[src/rtl/memory_stage.sv]
// rvga memory stage: issues loads/stores to the data-memory port, stalls upstream while an
// access is outstanding, and registers the memory control word for writeback.
package rvga_pkg;
    localparam logic [6:0] OPC_LOAD  = 7'b0000011;
    localparam logic [6:0] OPC_STORE = 7'b0100011;

    typedef struct packed {
        logic [31:0] pc;
        logic [6:0]  opcode;
        logic [4:0]  rd;
        logic [2:0]  funct3;
        logic [31:0] alu_result;
        logic [31:0] rs2_data;
    } rvga_execute_cword;

    typedef struct packed {
        rvga_execute_cword ex;
        logic [31:0]       rd_data;
        logic              misalign_v;
    } rvga_memory_cword;
endpackage

module memory_stage
    import rvga_pkg::*;
#(
    parameter int addr_width_p = 32
) (
    input  logic                                 clk_i,
    input  logic                                 rst_i,
    input  logic                                 stall_v_i,
    input  logic                                 flush_v_i,
    input  logic [$bits(rvga_execute_cword)-1:0] cword_i,
    output logic                                 stall_v_o,
    output logic [$bits(rvga_memory_cword)-1:0]  cword_o,
    output logic                                 dmem_req_v_o,
    input  logic                                 dmem_req_ready_i,
    output logic                                 dmem_we_o,
    output logic [addr_width_p-1:0]              dmem_addr_o,
    output logic [31:0]                          dmem_wdata_o,
    output logic [3:0]                           dmem_wmask_o,
    input  logic                                 dmem_resp_v_i,
    input  logic [31:0]                          dmem_rdata_i
);

    typedef enum logic [1:0] {IDLE, WAIT, DRAIN} state_e;

    state_e            state_r;
    logic              buf_v_r;
    logic [31:0]       buf_data_r;

    rvga_execute_cword ex;
    rvga_memory_cword  mem_cw;
    logic              is_load, is_store, is_memop, misalign, mem_go;
    logic              issue, accept, store_done, resp_ready, complete;
    logic [1:0]        off, size;
    logic [31:0]       resp_word, shifted, load_data;

    assign ex       = cword_i;
    assign off      = ex.alu_result[1:0];
    assign size     = ex.funct3[1:0];
    assign is_load  = (ex.opcode == OPC_LOAD);
    assign is_store = (ex.opcode == OPC_STORE);
    assign is_memop = is_load | is_store;
    assign misalign = is_memop & (((size == 2'b01) & off[0]) | ((size == 2'b10) & (off != 2'b00)));
    assign mem_go   = is_memop & ~misalign;

    // NOTE: reset gates the combinational request and stall so both drop without a clock edge.
    assign issue        = rst_i & (state_r == IDLE) & mem_go & ~stall_v_i & ~flush_v_i;
    assign accept       = issue & dmem_req_ready_i;
    assign store_done   = accept & is_store;
    assign dmem_req_v_o = issue;
    assign stall_v_o    = rst_i & ((state_r != IDLE) | (mem_go & ~flush_v_i & ~store_done));

    assign dmem_we_o   = is_store;
    assign dmem_addr_o = {ex.alu_result[addr_width_p-1:2], 2'b00};

    // NOTE: every always_comb output gets a default first so no path infers a latch.
    always_comb begin
        dmem_wdata_o = ex.rs2_data;
        dmem_wmask_o = 4'h0;
        unique case (size)
            2'b00: begin
                dmem_wdata_o = {4{ex.rs2_data[7:0]}};
                dmem_wmask_o = 4'b0001 << off;
            end
            2'b01: begin
                dmem_wdata_o = {2{ex.rs2_data[15:0]}};
                dmem_wmask_o = 4'b0011 << off;
            end
            default: begin
                dmem_wdata_o = ex.rs2_data;
                dmem_wmask_o = 4'hF;
            end
        endcase
        if (!is_store) dmem_wmask_o = 4'h0;
    end

    // A response captured while stalled takes priority over the live bus.
    assign resp_word = buf_v_r ? buf_data_r : dmem_rdata_i;
    assign shifted   = resp_word >> {off, 3'b000};

    always_comb begin
        load_data = resp_word;
        unique case (ex.funct3)
            3'b000:  load_data = {{24{shifted[7]}}, shifted[7:0]};
            3'b001:  load_data = {{16{shifted[15]}}, shifted[15:0]};
            3'b100:  load_data = {24'h0, shifted[7:0]};
            3'b101:  load_data = {16'h0, shifted[15:0]};
            default: load_data = resp_word;
        endcase
    end

    always_comb begin
        mem_cw.ex         = ex;
        mem_cw.misalign_v = misalign;
        mem_cw.rd_data    = misalign ? 32'h0 : (is_load ? load_data : ex.alu_result);
    end

    assign resp_ready = dmem_resp_v_i | buf_v_r;
    assign complete   = ~flush_v_i & (((state_r == IDLE) & (~mem_go | store_done)) |
                                      ((state_r == WAIT) & resp_ready));

    // NOTE: clocked state uses non-blocking assignments so every register samples pre-edge values.
    always_ff @(posedge clk_i or negedge rst_i) begin
        if (!rst_i) begin
            state_r    <= IDLE;
            buf_v_r    <= 1'b0;
            buf_data_r <= 32'h0;
            cword_o    <= '0;
        end else begin
            if (!stall_v_i) cword_o <= complete ? mem_cw : '0;
            unique case (state_r)
                IDLE: if (accept && is_load) state_r <= WAIT;
                WAIT: begin
                    if (flush_v_i) begin
                        state_r <= resp_ready ? IDLE : DRAIN;
                        buf_v_r <= 1'b0;
                    end else if (!stall_v_i && resp_ready) begin
                        state_r <= IDLE;
                        buf_v_r <= 1'b0;
                    end else if (stall_v_i && dmem_resp_v_i) begin
                        buf_v_r    <= 1'b1;
                        buf_data_r <= dmem_rdata_i;
                    end
                end
                DRAIN: if (dmem_resp_v_i) state_r <= IDLE;
                default: state_r <= IDLE;
            endcase
        end
    end

endmodule

[config.mk]
export PLATFORM = sky130hd
export DESIGN_NAME = memory_stage
export DESIGN_NICKNAME = d
export VERILOG_FILES = /design/src/rtl/memory_stage.sv
export SDC_FILE = /design/constraint.sdc
export NUM_CORES = 1
export LEC_CHECK = 0
export CORE_AREA = 2 2 143 145
export DETAILED_ROUTE_END_ITERATION = 6
export DIE_AREA = 0 0 145 147
export PLACE_DENSITY = 0.84
export SLEW_MARGIN = 0
export SYNTH_ARGS = -nofsm -noshare
export SYNTH_HDL_FRONTEND = slang
export SYNTH_SLANG_ARGS = --single-unit
[constraint.sdc]
create_clock -name clk_i -period 4.8 [get_ports clk_i]
set_input_delay 0.96 -clock clk_i [delete_from_list [all_inputs] [get_ports clk_i]]
set_output_delay 0.96 -clock clk_i [all_outputs]
set_load 0.05 [all_outputs]
## After elaboration in Yosys (flattened, before gate mapping)

Cells that the tools add are included.

- Output and inout bits: 215
- Memories kept: 0
- Bits in latches: 0
- Input bits: 149
- Bits in writable memories: 0
- Register bits: 179
- ROM bits: 0

- Multiplexer cells: 17
- Shift operators: 3
- $mul: 0
- $add $sub $neg: 0
- Reductions and logical operators: 13
- Bitwise gates (word level): 28
- Equality and inequality tests: 12
- Divide/modulo/power cells: 0
- Order comparisons: 0

Operator list:

| operator | count |
|---|---|
| 144-bit 2-to-1 mux | 1 |
| 32-bit case mux with 4 select lines | 1 |
| 32-bit 2-to-1 mux | 3 |
| 32-bit case mux with 2 select lines | 1 |
| 32-bit by 5-bit right shift with 16-bit output | 1 |
| 1-bit AND | 16 |
| 2-bit 2-to-1 mux | 5 |
| 4-bit case mux with 2 select lines | 1 |
| 7-bit by 2-bit == test with 1-bit output, second input constant | 1 |
| 7-bit by 6-bit == test with 1-bit output, second input constant | 1 |
| 3-bit == test, second input constant | 2 |
| 1-bit inverter | 6 |
| 1-bit OR | 6 |
| 2-bit case mux with 3 select lines | 1 |
| 2-bit by 1-bit == test with 1-bit output, second input constant | 2 |
| 2-bit == test, second input constant | 2 |
| 2-bit logical NOT | 2 |
| 4-bit 2-to-1 mux | 1 |
| 4-bit AND reduction | 1 |
| 2-bit nonzero test | 2 |
| 1-bit by 2-bit << shifter with 4-bit output, first input constant | 1 |
| 2-bit by 2-bit << shifter with 4-bit output, first input constant | 1 |
| 3-bit by 1-bit == test with 1-bit output, second input constant | 1 |
| 1-bit logical AND | 3 |
| 9 further kinds | 11 |

## Logic depth before layout (Yosys ltp)

- Depth in word-level cells: 16
- Depth in mapped cells: 9
- Mapped depth without buffers: 5

## Least setup slack after synthesis

No wires, ideal clock.

- Kind: input port to output port
- Start point: in stall_v_i
- End point: out dmem_req_v_o
- Stages on the path: 2
- Slack: 0.669 ns
- Buffers on the path: 0
- Arrival: 3.171 ns
- Cell sequence: or4b_4 nor4b_1

- Longest elaborated chain between the ends: 3

Ends and longest elaborated chain:

| what | line | text |
|---|---|---|
| start, declared | 30 | `input logic stall_v_i,` |
| 1-bit inverter | 68 | `assign issue = rst_i & (state_r == IDLE) & mem_go & ~stall_v_i & ~flush_v_i;` |
| 1-bit AND (2 in a row) | 68 |  |
| end, declared | 35 | `output logic dmem_req_v_o,` |

No other way between the ends.

## Final worst setup path

- Start point: in cword_i[75]
- End point: out dmem_wmask_o[1]

- Longest elaborated chain between the ends: 2

Ends and longest elaborated chain:

| what | line | text |
|---|---|---|
| start, declared | 32 | `input logic [$bits(rvga_execute_cword)-1:0] cword_i,` |
| 7-bit by 6-bit == test with 1-bit output | 62 | `assign is_store = (ex.opcode == OPC_STORE);` |
| 4-bit 2-to-1 mux | 95 | `if (!is_store) dmem_wmask_o = 4'h0;` |
| end, declared | 40 | `output logic [3:0] dmem_wmask_o,` |

No other way between the ends.

==> impl_metrics.toml <==
[placement]
port_buffers = 361
hpwl_mm = 21.78
gp_congestion = 0.9205

[cts]
cts_resized = 0
clock_path_buffers = 2
cts_tree = "yes"
cts-root-buf = "clkbuf_16"
cts_setup_buffers = 0
cts.sinks = 179
numCtsBuffers = 17
clkSlewWorstSetupHoldPaths_ns = 0.07
cts.htree.levels = 4
clk_latency_ns = 0.42
cts_hold_buf = 0

[sta]
setup-tns-final_ns = 0
finalHoldViolCount = 0
timing.final.max_slew_violations = 0
fin_crit_sh = 0.8802
fin_skew_ns = 0.009588
worst-slew-pin-transition_ns = 1.213
slew_headroom = 0.1914
finalSetupViolations = 0
fin_crit_ns = 4.225
rsz0062_at_grt = "false"
fmax_mhz = 236.7

[synthesis]
synth_area_leaders = "dfrtp_1 53%, a22o_1 11%, mux2_2 7.2%, mux2i_1 5.1%, buf_4 3.7%"
synth_top_area_cell = "dfrtp_1"
synth_top_flop_cell = "dfrtp_1"
yosys.area.top_type_share = 0.5281
synth_cell_types = 57
syn_inst = 692
synth_seq_cells = 179
yosys_warnings = 0
synth.avg_cell_area_um2 = 12.26
synth-edff-count = 0
async_reset_ff_frac = 1.000
synth_area_um2 = 8482
ys_seq_area_frac = 0.5281

[power_and_ir_drop]
combPwrFrac = 0.283
p_int_w = 0.002939
p_total_w = 0.004382
irDropWorstVdd_mv = 0.2154
p_per_area_nw_per_um2 = 345.9
seqPwrFrac = 0.380
pwr-share-clk = 0.337
p_switching_w = 0.001443
switching_share = 0.3293
power.leakage_nw = 5.502

[setup_path]
crit_path_frequent_cell = "clkdlybuf4s50_1"
crit_chain = "clkdlybuf4s50_1 > and4bb_2 > and2_1 > nand2_1 > a21oi_1 > clkdlybuf4s50_1"
cp_top_family = "buffers and inverters"
worstSetupEndpointType = "primary output"
worstPathArrival_ns = 3.27
worstPathMaxFanout = 4
slowest_stage = "clkdlybuf4s50_1"
path_depth = 6
r2r_slack_ns = 1.89
critical_path_buf_inv_count = 2
r2r_cells = 5
cp_slowest_stage_delay_ns = 0.85
path_class = "primary input to primary output"
required_ns = 3.84
cp-start-kind = "primary input"

[global_route]
overflow = 0
grt_first_pass_wirelength_mm = 43.99
grt_usage = 0.2684
grt_max_degree = 84
antenna_found_initial = 0
first_global_vias = 7257

[die]
die_y_um = 147
start_util = 0.4274
io_pins = 364
coreArea_um2 = 19840
die-area_um2 = 21320
fp-row-count = 52
dieWidth_um = 145

[route]
num_vias = 7230
drc = 0
vias_per_cell = 5.653
ant_nets = 0
drt-pass1-iter-count = 5
drtIter0Drc = 648
detail_route.wl_per_cell_um = 22.61
wirelength_mm = 28.92

[layout]
n_antenna_cell = 0
nNetsFinal = 1146
layout-drive-gt1-share = 0.1348
area_delta_synth_final_pct = 49.37

[flow_run]
cap_violations = 0

[status]
outcome = "complete, no violations"

[hold_path]
hold_path.class = "primary input to asynchronous set/reset pin"
-- metrics by stage --
| stage | std cells | hold WS (ns) | utilization | setup WS (ns) | instance area (µm²) |
|---|---|---|---|---|---|
| after floorplan | 693 | 0.4750 | - | 0.6690 | 8486 |
| after global placement | 1248 | 0.4726 | 0.6069 | 0.5883 | 12040 |
| after detailed placement | 1248 | 0.4828 | 0.6069 | 0.6033 | 12040 |
| after CTS | 1279 | 0.3774 | 0.6385 | 0.5793 | 12670 |
| after global routing | 1279 | 0.3862 | 0.6385 | 0.5181 | 12670 |
| final | 1279 | 0.3938 | 0.6385 | 0.5749 | 12670 |
-- flip-flops by register name (all words and copies together), names as in the netlist --
name,cells
cword_o,144
buf_data_r,32
state_r,2
buf_v_r,1
-- power by group through the flow --
| stage | registers (W) | clock network (W) | logic, W |
|---|---|---|---|
| after floorplan | 0.00203 | 0 | 0.000392 |
| after global placement | 0.00169 | 0 | 0.00123 |
| after detailed placement | 0.00169 | 0 | 0.00124 |
| after CTS | 0.00166 | 0.00151 | 0.00124 |
| after global routing | 0.00168 | 0.00156 | 0.00129 |
| final | 0.00166 | 0.00148 | 0.00124 |
-- path summary, 6_finish.rpt --
| path | start | to |
|---|---|---|
| setup / recovery | cword_i[75] | dmem_wmask_o[1] |
| hold / removal | rst_i | buf_data_r[29] |
| setup reg to reg | state_r[0] | cword_o[22] |
| hold reg to reg | cword_o[8] | cword_o[8] |
| max in group asynchronous | rst_i | cword_o[110] |
| min in group clk_i | cword_o[8] | cword_o[8] |
-- layer usage --
layer	wire, µm	GRT usage	vias to the layer above
met5	0	0	-
met4	1078	0.1149	0
met3	2154	0.06118	64
met2	13770	0.4281	350
met1	11920	0.3548	3587
li1	-	-	3229
-- layout by cell type (no fill, tap or decap), types with 2 or more instances in the layout --
cell type,synthesis,routed
o21ai_0,15,15
and3_1,4,4
mux2i_1,43,43
inv_1,9,9
mux2_4,2,2
o211ai_1,3,3
a2111oi_0,3,3
a22oi_1,8,8
a221oi_1,10,10
bufinv_16,0,4
conb_1,1,2
a21boi_0,5,5
nand3_1,3,3
nand3b_1,2,2
a21oi_1,14,14
nand2b_1,7,7
o31ai_1,2,2
buf_12,0,4
dfrtp_1,179,178
clkdlybuf4s50_1,0,345
clkinvlp_4,0,3
clkinv_4,0,2
a21oi_2,2,2
a22o_1,111,111
o22ai_1,10,10
mux2_2,54,54
buf_4,42,28
clkbuf_16,0,17
nand2_1,36,36
and2_1,12,12
a221o_1,25,25
nor2_1,10,9
inv_6,0,4
-- worst register-to-register path, stage by stage, from the launching register on --
cell	delay, ns
dfrtp_1	0.46
or4b_4	0.60
o32ai_4	0.36
nand4_2	0.38
nor3_2	0.77
a221o_1	0.28
-- synth_stat cells (3+ instances only) --
cell type  number
buf_6           3
and3_1          4
a2111oi_0       3
nand2_1        36
a22o_1        111
o22ai_1        10
mux2i_1        43
buf_4          42
a221oi_1       10
a22oi_1         8
dfrtp_1       179
o21ai_0        15
clkbuf_1       31
o211ai_1        3
a221o_1        25
inv_1           9
and2_1         12
a21boi_0        5
buf_2          16
nor2_1         10
a21oi_1        14
mux2_2         54
nand2b_1        7
nand3_1         3
-- layout make-up --
type | count | area [µm²]
Timing Repair Buffer | 379 | 3762
Clock buffer | 17 | 425.4
Fill cell | 1551 | 7174
Sequential cell | 179 | 4481
Inverter | 10 | 37.54
Tap cell | 270 | 337.8
Multi-Input combinational cell | 410 | 3426
Clock inverter | 14 | 200.2
-- logic make-up after synthesis --
group	after synthesis	share of synthesized area
muxes	100	0.1286
and+or+nand+nor	84	0.05266
DFF	179	0.5281
other	1	0.0004421
AOI/OAI and AO/OA	224	0.2205
buffers and inverters	104	0.06963
(Power assumes the default switching activity.)
